**src/rtl/rom_byte_fifo.sv**
```systemverilog
// ============================================================================
// rom_byte_fifo : first-word-fall-through capture FIFO for ROM {addr, byte}
//                 pairs, with end-of-sweep tagging and sticky overflow.
//                 Optional running checksum: define ROM_FIFO_CHECKSUM_EN.
// Revision: 1.0
// ============================================================================
`default_nettype none

module rom_byte_fifo #(
  parameter int DEPTH = 16,
  parameter int DW    = 8,
  parameter int AW    = 10
) (
  input  logic                       clk,
  input  logic                       rst,
  input  logic                       in_valid,
  input  logic [DW-1:0]              in_data,
  input  logic [AW-1:0]              in_addr,
  input  logic                       out_ready,
  output logic                       out_valid,
  output logic [DW-1:0]              out_data,
  output logic [AW-1:0]              out_addr,
  output logic                       out_last,
  output logic [$clog2(DEPTH):0]     count,
  output logic                       full,
  output logic                       empty,
  output logic                       overflow,
  output logic [DW-1:0]              checksum
);

  localparam int PW = $clog2(DEPTH);
  localparam int CW = PW + 1;
  localparam int EW = DW + AW + 1;
  localparam logic [CW-1:0] CNT_FULL = CW'(DEPTH);
  localparam logic [CW-1:0] CNT_ONE  = CW'(1);
  localparam logic [PW-1:0] PTR_ONE  = PW'(1);

  logic [EW-1:0] mem_q [DEPTH];
  logic [PW-1:0] wr_ptr_q, wr_ptr_d;
  logic [PW-1:0] rd_ptr_q, rd_ptr_d;
  logic [CW-1:0] count_q, count_d;
  logic          overflow_q, overflow_d;
  logic          push, pop, drop;
  logic [EW-1:0] head_entry;

  assign full      = (count_q == CNT_FULL);
  assign empty     = (count_q == '0);
  assign out_valid = !empty;
  assign count     = count_q;
  assign overflow  = overflow_q;

  // A full FIFO refuses the incoming pair even if the head pops this cycle.
  assign push = in_valid && !full;
  assign drop = in_valid && full;
  assign pop  = out_valid && out_ready;

  assign head_entry = mem_q[rd_ptr_q];
  assign out_data   = empty ? '0   : head_entry[DW-1:0];
  assign out_addr   = empty ? '0   : head_entry[DW +: AW];
  assign out_last   = empty ? 1'b0 : head_entry[EW-1];

  always_comb begin
    wr_ptr_d   = wr_ptr_q;
    rd_ptr_d   = rd_ptr_q;
    count_d    = count_q;
    overflow_d = overflow_q | drop;
    if (push) wr_ptr_d = wr_ptr_q + PTR_ONE;
    if (pop)  rd_ptr_d = rd_ptr_q + PTR_ONE;
    unique case ({push, pop})
      2'b10:   count_d = count_q + CNT_ONE;
      2'b01:   count_d = count_q - CNT_ONE;
      default: count_d = count_q;
    endcase
  end

  always_ff @(posedge clk) begin
    if (rst) begin
      wr_ptr_q   <= '0;
      rd_ptr_q   <= '0;
      count_q    <= '0;
      overflow_q <= 1'b0;
    end else begin
      wr_ptr_q   <= wr_ptr_d;
      rd_ptr_q   <= rd_ptr_d;
      count_q    <= count_d;
      overflow_q <= overflow_d;
    end
  end

  // Storage is left unreset; the empty gating hides stale contents.
  always_ff @(posedge clk) begin
    if (!rst && push)
      mem_q[wr_ptr_q] <= {(in_addr == {AW{1'b1}}), in_addr, in_data};
  end

`ifdef ROM_FIFO_CHECKSUM_EN
  logic [DW-1:0] checksum_q, checksum_d;

  // Address 0 marks a new sweep, so the sum restarts there.
  always_comb begin
    checksum_d = checksum_q;
    if (push) begin
      if (in_addr == '0) checksum_d = in_data;
      else               checksum_d = checksum_q + in_data;
    end
  end

  always_ff @(posedge clk) begin
    if (rst) checksum_q <= '0;
    else     checksum_q <= checksum_d;
  end

  assign checksum = checksum_q;
`else
  assign checksum = '0;
`endif

endmodule

`default_nettype wire

```
**config.mk**
```make
export PLATFORM = sky130hd
export DESIGN_NAME = rom_byte_fifo
export DESIGN_NICKNAME = d
export VERILOG_FILES = /design/src/rtl/rom_byte_fifo.sv
export SDC_FILE = /design/constraint.sdc
export NUM_CORES = 1
export LEC_CHECK = 0
export BUFFER_PORTS_ARGS = -buffer_cell sky130_fd_sc_hd__buf_4
export CAP_MARGIN = 20
export CORE_MARGIN = 8
export CORE_UTILIZATION = 45
export CTS_CLUSTER_SIZE = 24
export DETAILED_ROUTE_END_ITERATION = 16
export PLACE_DENSITY_LB_ADDON = 0.12
export SLEW_MARGIN = 10
export SYNTH_ARGS = -nofsm -noshare
export SYNTH_HDL_FRONTEND = slang
export SYNTH_SLANG_ARGS = --single-unit
```
**constraint.sdc**
```tcl
create_clock -name clk -period 3 [get_ports clk]
set_input_delay 0.45 -clock clk [delete_from_list [all_inputs] [get_ports clk]]
set_output_delay 0.45 -clock clk [all_outputs]
set_load 0.05 [all_outputs]
```
=== Word level (Yosys, flattened, before mapping) ===
Memory sizes are Yosys's and may differ from the RTL's. A register that Yosys moved wholly into a read port is not among the register bits.
Index checks and enable logic that the tools add are counted.

* Register bits: 14
* Bits in latches: 0
* Bits in writable memories: 304
* Memory bits (read-only): 0
* Input port bits: 22
* Output and inout port bits: 36
* Word-level logic and storage cells: 31
* Memories: 1

{| class="wikitable"
|+ Memory list
! memory !! depth !! bits a word !! read ports !! clocked after memory_dff !! wr ports !! line !! RTL
|-
| mem_q || 16 || 19 || 1 || 1 || 1 || 38 || <nowiki>logic [EW-1:0] mem_q [DEPTH];</nowiki>
|}

* Add/subtract/negate cells: 4
* Multiply operators: 0
* Div/mod/pow operators: 0
* $lt $le $gt $ge: 0
* Equal/unequal tests: 4
* Shift operators: 0
* Mux-type cells: 8
* Bitwise gates (word level): 1
* Reduce and logical (&&, ||, !) cells: 9

{| class="wikitable"
|+ Operator list
! operator !! count
|-
| 10-bit == test (second input constant) || 1
|-
| 10-bit two-way mux || 1
|-
| 5-bit one-hot mux with 2 select lines || 1
|-
| 4-bit by 1-bit adder with 4-bit output (second input constant) || 2
|-
| 4-bit two-way mux || 2
|-
| 8-bit two-way mux || 1
|-
| 5-bit by 1-bit adder with 5-bit output (second input constant) || 1
|-
| 5-bit == test (second input constant) || 1
|-
| 5-bit logical NOT || 1
|-
| 5-bit by 1-bit subtractor with 5-bit output (second input constant) || 1
|-
| 1-bit logical AND || 4
|-
| 1-bit logical NOT || 3
|-
| 1-bit two-way mux || 3
|-
| 2-bit by 1-bit == test with 1-bit output (second input constant) || 1
|-
| 2-bit == test (second input constant) || 1
|-
| 2-bit nonzero test || 1
|-
| 1-bit OR || 1
|}

=== Logic depth before layout (Yosys ltp) ===
Gate-level depths: netlist (run 1).

* Depth after elaboration: 6
* Gate-level depth with buffers: 14
* Depth with buffers taken out: 10

=== Worst setup path before layout (run 1) ===
Ideal clock, no wire load.

* Path type: register -> register
* Start point: register count_q[1] (netlist: count[1])
* End point: register count_q[4] (netlist: count[4])
* Setup time: 121 ps
* Data arrival time: 3,334 ps
* Data required time: 2,879 ps
* Setup slack: -455 ps
* Stages on the path, launching flop included: 15
* Buffers on the path: 4
* Period minus slack after synthesis: 3,455 ps
* Cells stage by stage: dfxtp_1 -> buf_6 -> or4_4 -> buf_6 -> o21a_1 -> clkbuf_1 -> inv_1 -> ha_1 -> clkbuf_1 -> xor2_1 -> ha_1 -> inv_1 -> a21o_1 -> a221oi_1 -> mux2_2

* Cells in the longest elaborated chain, start to end: 5
* Elaborated cells between the ends (all ways): 12
* Those cells by class: add/sub: 2; eq/ne: 3; mux: 1; reduce/logical: 6

{| class="wikitable"
|+ RTL lines
! what !! line !! RTL
|-
| start: declaration || 41 || <nowiki>logic [CW-1:0] count_q, count_d;</nowiki>
|-
| start signal: assignment || 85 || <nowiki>count_q <= count_d;</nowiki>
|-
| 5-bit == test or 5-bit logical NOT (tied branches) || 46, 47 ||
|-
| 1-bit logical NOT, on equally long branches || 53, 48 ||
|-
| 1-bit logical AND, on equally long branches || 53, 55 ||
|-
| 2-bit by 1-bit == test with 1-bit output or 2-bit == test (tied branches) || 69 || <nowiki>unique case ({push, pop})</nowiki>
|-
| 5-bit one-hot mux with 2 select lines or 2-bit nonzero test (tied branches) || -- ||
|}

Parallel ways exist; a longest one is shown, timed or not.
A chain may end at the register's enable or synchronous reset.

=== Final worst setup path (run 1) ===
* Start point: register count_q[1] (netlist: count[1])
* End point: output out_data[6]

* Cells in the longest elaborated chain, start to end: 2

{| class="wikitable"
|+ RTL lines
! what !! line !! RTL
|-
| 5-bit logical NOT || 47 || <nowiki>assign empty = (count_q == '0);</nowiki>
|-
| 8-bit two-way mux || 58 || <nowiki>assign out_data = empty ? '0 : head_entry[DW-1:0];</nowiki>
|-
| end: declaration || 21 || <nowiki>output logic [DW-1:0] out_data,</nowiki>
|}

Every way passes these cells.

==> impl_metrics.json, run 1 <==
{
  "relSlewSlack_pct": 41.0,
  "drtIter0Drc": 409,
  "ys_seq_area_share_pct": 75.2,
  "cp.arrival_ns": 2.49,
  "drv_slew": 0,
  "ys.flop_type": "edfxtp_1",
  "crit_fanout": 21,
  "clk_pin_slew_ns": 0.06,
  "power-per-cell-area_mw_per_mm2": 834,
  "antenna_found_initial": 0,
  "final_nets": 743,
  "htreeDepth": 2,
  "antenna_left": 0,
  "vias": 6219,
  "max-vdd-ir-drop_mv": 0.499,
  "layout-drive-gt1-share_pct": 34.5,
  "routed_wirelength_um": 28200,
  "rsz0062_at_grt": "true",
  "r2r_cells": 11,
  "die_y_um": 183,
  "synth_cell_types": 45,
  "ys_seq_elements": 322,
  "finalSetupViolCount": 0,
  "seq_area_mm2": 0.00951,
  "clk_latency_ns": 0.51,
  "drv_cap": 0,
  "clockBufferDepth": 3,
  "max_slew.worst_pin.slew_ns": 0.883,
  "synth_cells": 610,
  "hold_depth": 3,
  "utilization_pct": 54.1,
  "cts_tree": "done",
  "portBuffers": 49,
  "synth_top_family_by_area": "multiplexers",
  "final_hold_viol_count": 0,
  "synth-compound-area-share_pct": 2.46,
  "drt_pass1_iterations": 5,
  "grt_max_degree": 40,
  "synth_edf_count": 304,
  "use_met3_pct": 2.59,
  "multi_input_area_mm2": 0.00297,
  "cp.required_ns": 2.55,
  "clock_skew_ns": 0.0124,
  "outcome": "completed",
  "grt_pass1_wl_um": 41800,
  "dpl.hpwl_um": 16100,
  "synth_xor_area_share_pct": 0.486,
  "syn-cell-area_mm2": 0.0126,
  "grt.busiest_layer": "met2",
  "use_met2_pct": 28.7,
  "detailed_place.area_mm2": 0.0137,
  "syn2layout_area_growth_pct": 18.7,
  "synth-simple-area-share_pct": 3.48,
  "cts_root_buffer": "clkbuf_16",
  "fp.dieW_um": 183,
  "met1_usage_pct": 22.1,
  "coreArea_mm2": 0.0277,
  "cts_num_sinks": 322,
  "clock.fmax_ghz": 0.340,
  "num_rows": 61,
  "postCtsHoldBufs": 0,
  "cp-start-kind": "flop",
  "fill_cells": 2153,
  "grt_pass1_vias": 6515,
  "synthArstFlopShare_pct": 0,
  "io_pins": 58,
  "place_congestion": 0.707,
  "final.min_clock_period_ns": 2.94,
  "track_usage_pct": 16.9,
  "yosys_warnings": 0,
  "synth_mux_area_share_pct": 15.5,
  "numCtsBuffers": 35,
  "leakage_nw": 4.87,
  "endpoint_kind": "output pin",
  "post-route-period-util_pct": 98.0,
  "synth_fa_ha_area_share_pct": 0.793,
  "r2r_slack_ns": 0.08,
  "syn_avg_cell_area_um2": 20.7,
  "path_class": "reg2out",
  "initial_core_util_pct": 45.6,
  "drc_errors": 0,
  "dieArea_mm2": 0.0337,
  "drt-wirelength-per-cell_um": 25.3,
  "via_per_inst": 5.57,
  "stdcell_area_mm2": 0.0150,
  "grt-ovfl-total": 0,
  "holdCritPathClass": "in2reg",
  "antenna_cells": 0
}
-- Yosys cell counts, types with 2 or more instances --
library cell  number  share of area, %
a21oi_1            3              0.12
a221o_1           19               1.5
and3_1             5              0.25
buf_1              3             0.089
buf_2             15              0.59
buf_4              9              0.54
buf_6              3              0.27
clkbuf_1          11              0.33
dfxtp_1           18               2.9
edfxtp_1         304                72
ha_1               8              0.79
inv_1              8              0.24
mux2_2             2              0.18
mux2i_1           22               1.7
mux4_2            76                14
nand2_1            9              0.27
nand4_1            3              0.15
nor2_1            33              0.98
nor2b_1            3              0.15
nor3_1            22              0.87
o211ai_1           3              0.18
o21a_1             3              0.18
xor2_1             6              0.42
-- cell usage in the layout, fill, tap and decap left out, drive strengths merged, types with 9 or more instances in the layout --
cell type,netlist,routed
dfxtp,18,18
clkbuf,11,51
nor3,22,22
inv,9,12
a221o,19,19
buf,30,96
nand2,9,9
nor2,35,35
edfxtp,304,304
mux2i,22,22
mux4,76,76
-- final cells by class --
cell class	count	area share, %
sequential	322	63.4
multi-input combinational	245	19.8
clock buffer	49	6.46
timing repair buffer	100	6.29
tap	378	3.16
clock inverter	14	0.568
inverter	9	0.259
-- worst paths after layout --
check                             start                    end
hold / removal                 in_valid    overflow$_SDFF_PP0_
setup / recovery  count[1]$_SDFFE_PP0P_            out_data[6]
hold reg to reg     overflow$_SDFF_PP0_    overflow$_SDFF_PP0_
setup reg to reg  count[1]$_SDFFE_PP0P_  count[4]$_SDFFE_PP0P_
-- metal layers --
metal	share of wire, %	wire length (µm)	vias to the layer above
met5	0	0	-
met4	2.2	625	0
met3	4.4	1230	52
met2	51	14400	160
met1	42	12000	3287
li1	-	-	2720
-- critical path: stages, from the launching register on --
cell     delay [ns]
dfxtp_4        0.37
or4_4          0.60
nor2_8         0.13
buf_8          0.23
nor3_1         0.08
a221o_1        0.34
buf_4          0.21
-- cell families (layout without fill, tap and decap cells) --
| group | Yosys count | count (layout) |
|---|---|---|
| AOI/OAI and AO/OA | 36 | 36 |
| xor gates and xnor gates | 7 | 7 |
| adders and majority gates | 8 | 8 |
| buffers and inverters | 50 | 172 |
| DFF | 322 | 322 |
| muxes | 100 | 100 |
| other | 1 | 8 |
| and+or+nand+nor | 86 | 86 |
-- registers in the layout, summed over array words and instances, names as in the netlist, named ones only --
| name | count |
|---|---|
| count | 5 |
| overflow | 1 |
| rd_ptr_q | 4 |
| wr_ptr_q | 4 |
| mem_q | 304 |
-- power by group --
group	switching (mW)	leakage, nW	total (mW)	internal (mW)
Combinational	2.08	1.45	3.44	1.36
Sequential	0.0983	2.91	5.13	5.03
Clock	1.67	0.503	3.94	2.27
Total	3.85	4.87	12.5	8.66
-- per-stage QoR --
step	hold WS [ns]	setup WS, ns	cells	setup TNS (ns)	total power, mW
final	0.228	0.0607	1117	0	12.5
after global routing	0.237	-0.0254	1117	-0.0254	13.0
after CTS	0.203	0.0000913	1105	0	12.6
after detailed placement	0.471	0.189	1035	0	8.49
after global placement	0.460	0.236	1035	0	8.46
after floorplan	0.472	-0.0541	617	-0.0541	7.54
-- timing repair --
action	4_1_cts	5_1_grt
pin swaps	1	2
setup endpoints to repair	19	15
setup buffers	5	12
gates resized for setup	5	7
cloned	2	0
(Power assumes the default switching activity.)
==> run 2: changes to the inputs <==
--- a/config.mk
+++ b/config.mk
@@ -11,7 +11,7 @@
 export CORE_UTILIZATION = 45
 export CTS_CLUSTER_SIZE = 24
 export DETAILED_ROUTE_END_ITERATION = 16
-export PLACE_DENSITY_LB_ADDON = 0.12
+export PLACE_DENSITY = 0.72
 export SLEW_MARGIN = 10
 export SYNTH_ARGS = -nofsm -noshare
 export SYNTH_HDL_FRONTEND = slang
==> run 2 against run 1 <==
Against the previous run: sequential power about the same; largest cell class unchanged; core utilization increased by 0.35 points; final cell count decreased by 0.63%.
==> impl_metrics.json, run 2 (synthesized netlist as in run 1, its figures left out) <==
{
  "crit_family": "simple AND/OR/NAND/NOR gates",
  "final_nets": 737,
  "layout_commonest_cell": "edfxtp_1",
  "leakage_nw": 4.88,
  "r2r_cells": 11,
  "via_per_inst": 5.78,
  "post-route-period-util_pct": 99.6,
  "path_buf_inv": 2,
  "r2r_slack_ns": 0.05,
  "holdPathEnd": "overflow$_SDFF_PP0_",
  "power-per-cell-area_mw_per_mm2": 860,
  "antenna_left": 0,
  "final.min_clock_period_ns": 2.99,
  "clk_pin_slew_ns": 0.06,
  "coreArea_mm2": 0.0277,
  "relSlewSlack_pct": 38.7,
  "clockBufferDepth": 3,
  "power.total_mw": 13.0,
  "hold_depth": 3,
  "cp.required_ns": 2.55,
  "track_usage_pct": 16.0,
  "dpl.hpwl_um": 15000,
  "fp.dieW_um": 183,
  "drt_pass1_iterations": 7,
  "cts_num_sinks": 322,
  "final_cell_mix": "edfxtp_1, mux4_2, buf_4",
  "stdcell_area_mm2": 0.0151,
  "vias": 6411,
  "finalSetupViolCount": 0,
  "final_hold_viol_count": 0,
  "path_class": "reg2out",
  "drc_errors": 0,
  "drv_slew": 0,
  "htreeDepth": 2,
  "dieArea_mm2": 0.0337,
  "drtIter0Drc": 677,
  "die_y_um": 183,
  "syn2layout_area_growth_pct": 19.5,
  "antenna_found_initial": 0,
  "cp.arrival_ns": 2.54,
  "drv_cap": 0,
  "initial_core_util_pct": 45.6,
  "outcome": "completed",
  "clk_latency_ns": 0.51,
  "max_slew.worst_pin.slew_ns": 0.917,
  "place_congestion": 0.811,
  "numCtsBuffers": 34,
  "crit_slowest_cell": "or4_4",
  "grt_pass1_wl_um": 40200,
  "routed_wirelength_um": 27600,
  "min_from": "in_valid",
  "grt_max_degree": 40,
  "portBuffers": 49,
  "drt-wirelength-per-cell_um": 24.8,
  "crit_chain": "or4_4, nor2_8, nor2_4, buf_6, a221o_1, buf_6",
  "r2r-start": "count[1]$_SDFFE_PP0P_",
  "clock_skew_ns": 0.0152,
  "cp-start-kind": "flop",
  "endpoint_kind": "output pin",
  "clock.fmax_ghz": 0.335,
  "holdCritPathClass": "in2reg",
  "io_pins": 58,
  "critPathMaxStageDelay_ns": 0.63,
  "rsz0062_at_grt": "true",
  "cts_tree": "done",
  "regMostFlops": "mem_q",
  "postCtsHoldBufs": 0,
  "grt_pass1_vias": 6587,
  "r2r_end": "count[4]$_SDFFE_PP0P_",
  "num_rows": 61,
  "cp_common_cell": "buf_6",
  "largest_reg_flops": 304,
  "max-vdd-ir-drop_mv": 0.486,
  "cts_root_buffer": "clkbuf_16",
  "grt-ovfl-total": 0,
  "crit_fanout": 7,
  "antenna_cells": 0,
  "detailed_place.area_mm2": 0.0137,
  "layout-drive-gt1-share_pct": 34.6,
  "utilization_pct": 54.4
}
-- run 2: cell types whose count changed in the layout (fill, tap and decap cells not counted), sizes merged --
cell,before,now
bufinv,0,1
inv,12,11
buf,96,92
bufbuf,2,0
clkbuf,51,50
clkinvlp,3,2
clkinv,8,9
-- run 2: what timing repair did --
| item | in CTS | in global routing |
|---|---|---|
| endpoints found under the setup margin | 19 | 15 |
| pin swaps | 2 | 4 |
| buffers inserted | 4 | 11 |
| resized for setup | 6 | 28 |
| gates cloned | 0 | 4 |
-- run 2: per-layer routing --
metal / global-route usage [%] / vias to the layer above / wire length [µm]
met5: 0 / - / 0
met4: 4.52 / 0 / 459
met3: 3.46 / 36 / 2360
met2: 26.3 / 302 / 13800
met1: 21.3 / 3365 / 10900
li1: - / 2708 / -
-- run 2: how the worst max path moves through the flow --
stage,start,to,slack (ns),cells past startpoint
global route,count[1]$_SDFFE_PP0P_,count[4]$_SDFFE_PP0P_,-0.08,11
CTS,count[2]$_SDFFE_PP0P_,out_data[3],0.003,6
finish,count[1]$_SDFFE_PP0P_,out_data[7],0.01,6
detailed placement,count[0]$_SDFFE_PP0P_,count[4]$_SDFFE_PP0P_,0.12,10
floorplan,count[1]$_SDFFE_PP0P_,count[4]$_SDFFE_PP0P_,-0.05,14
global placement,count[0]$_SDFFE_PP0P_,count[4]$_SDFFE_PP0P_,0.25,10
-- run 2: per-stage QoR --
| step | instances | worst slack (ns) | setup TNS, ns | hold WS [ns] |
|---|---|---|---|---|
| 6_report | 1110 | 0.0121 | 0 | 0.230 |
| 5_1_grt | 1110 | -0.0814 | -0.295 | 0.236 |
| 4_1_cts | 1095 | 0.00290 | 0 | 0.209 |
| 3_5_place_dp | 1030 | 0.121 | 0 | 0.466 |
| 3_3_place_gp | 1030 | 0.255 | 0 | 0.462 |
| 2_1_floorplan | 617 | -0.0541 | -0.0541 | 0.472 |
-- run 2: power breakdown --
part	internal, mW	leakage, nW	switching [mW]
logic	1.63	1.45	2.21
registers	5.03	2.91	0.101
clock network	2.34	0.517	1.65
-- run 2: cell type report --
class                           count  area (µm²)
Clock inverter                     14         103
Sequential cell                   322        9510
Fill cell                        2055       12600
Timing Repair Buffer               95         986
Multi-Input combinational cell    245        3010
Inverter                            9        41.3
Clock buffer                       47         963
Tap cell                          378         473
-- run 2: worst reg2reg max path, delay by kind of cell (launching register included) --
| kind | cells | cell delay [ns] |
|---|---|---|
| buffers and inverters | 3 | 0.29 |
| adder cells (fa/ha/maj) | 2 | 0.39 |
| AO/OA/AOI/OAI | 3 | 0.63 |
| AND/OR/NAND/NOR | 1 | 0.63 |
| XOR/XNOR | 1 | 0.16 |
| flip-flops | 1 | 0.36 |
| multiplexers | 1 | 0.36 |
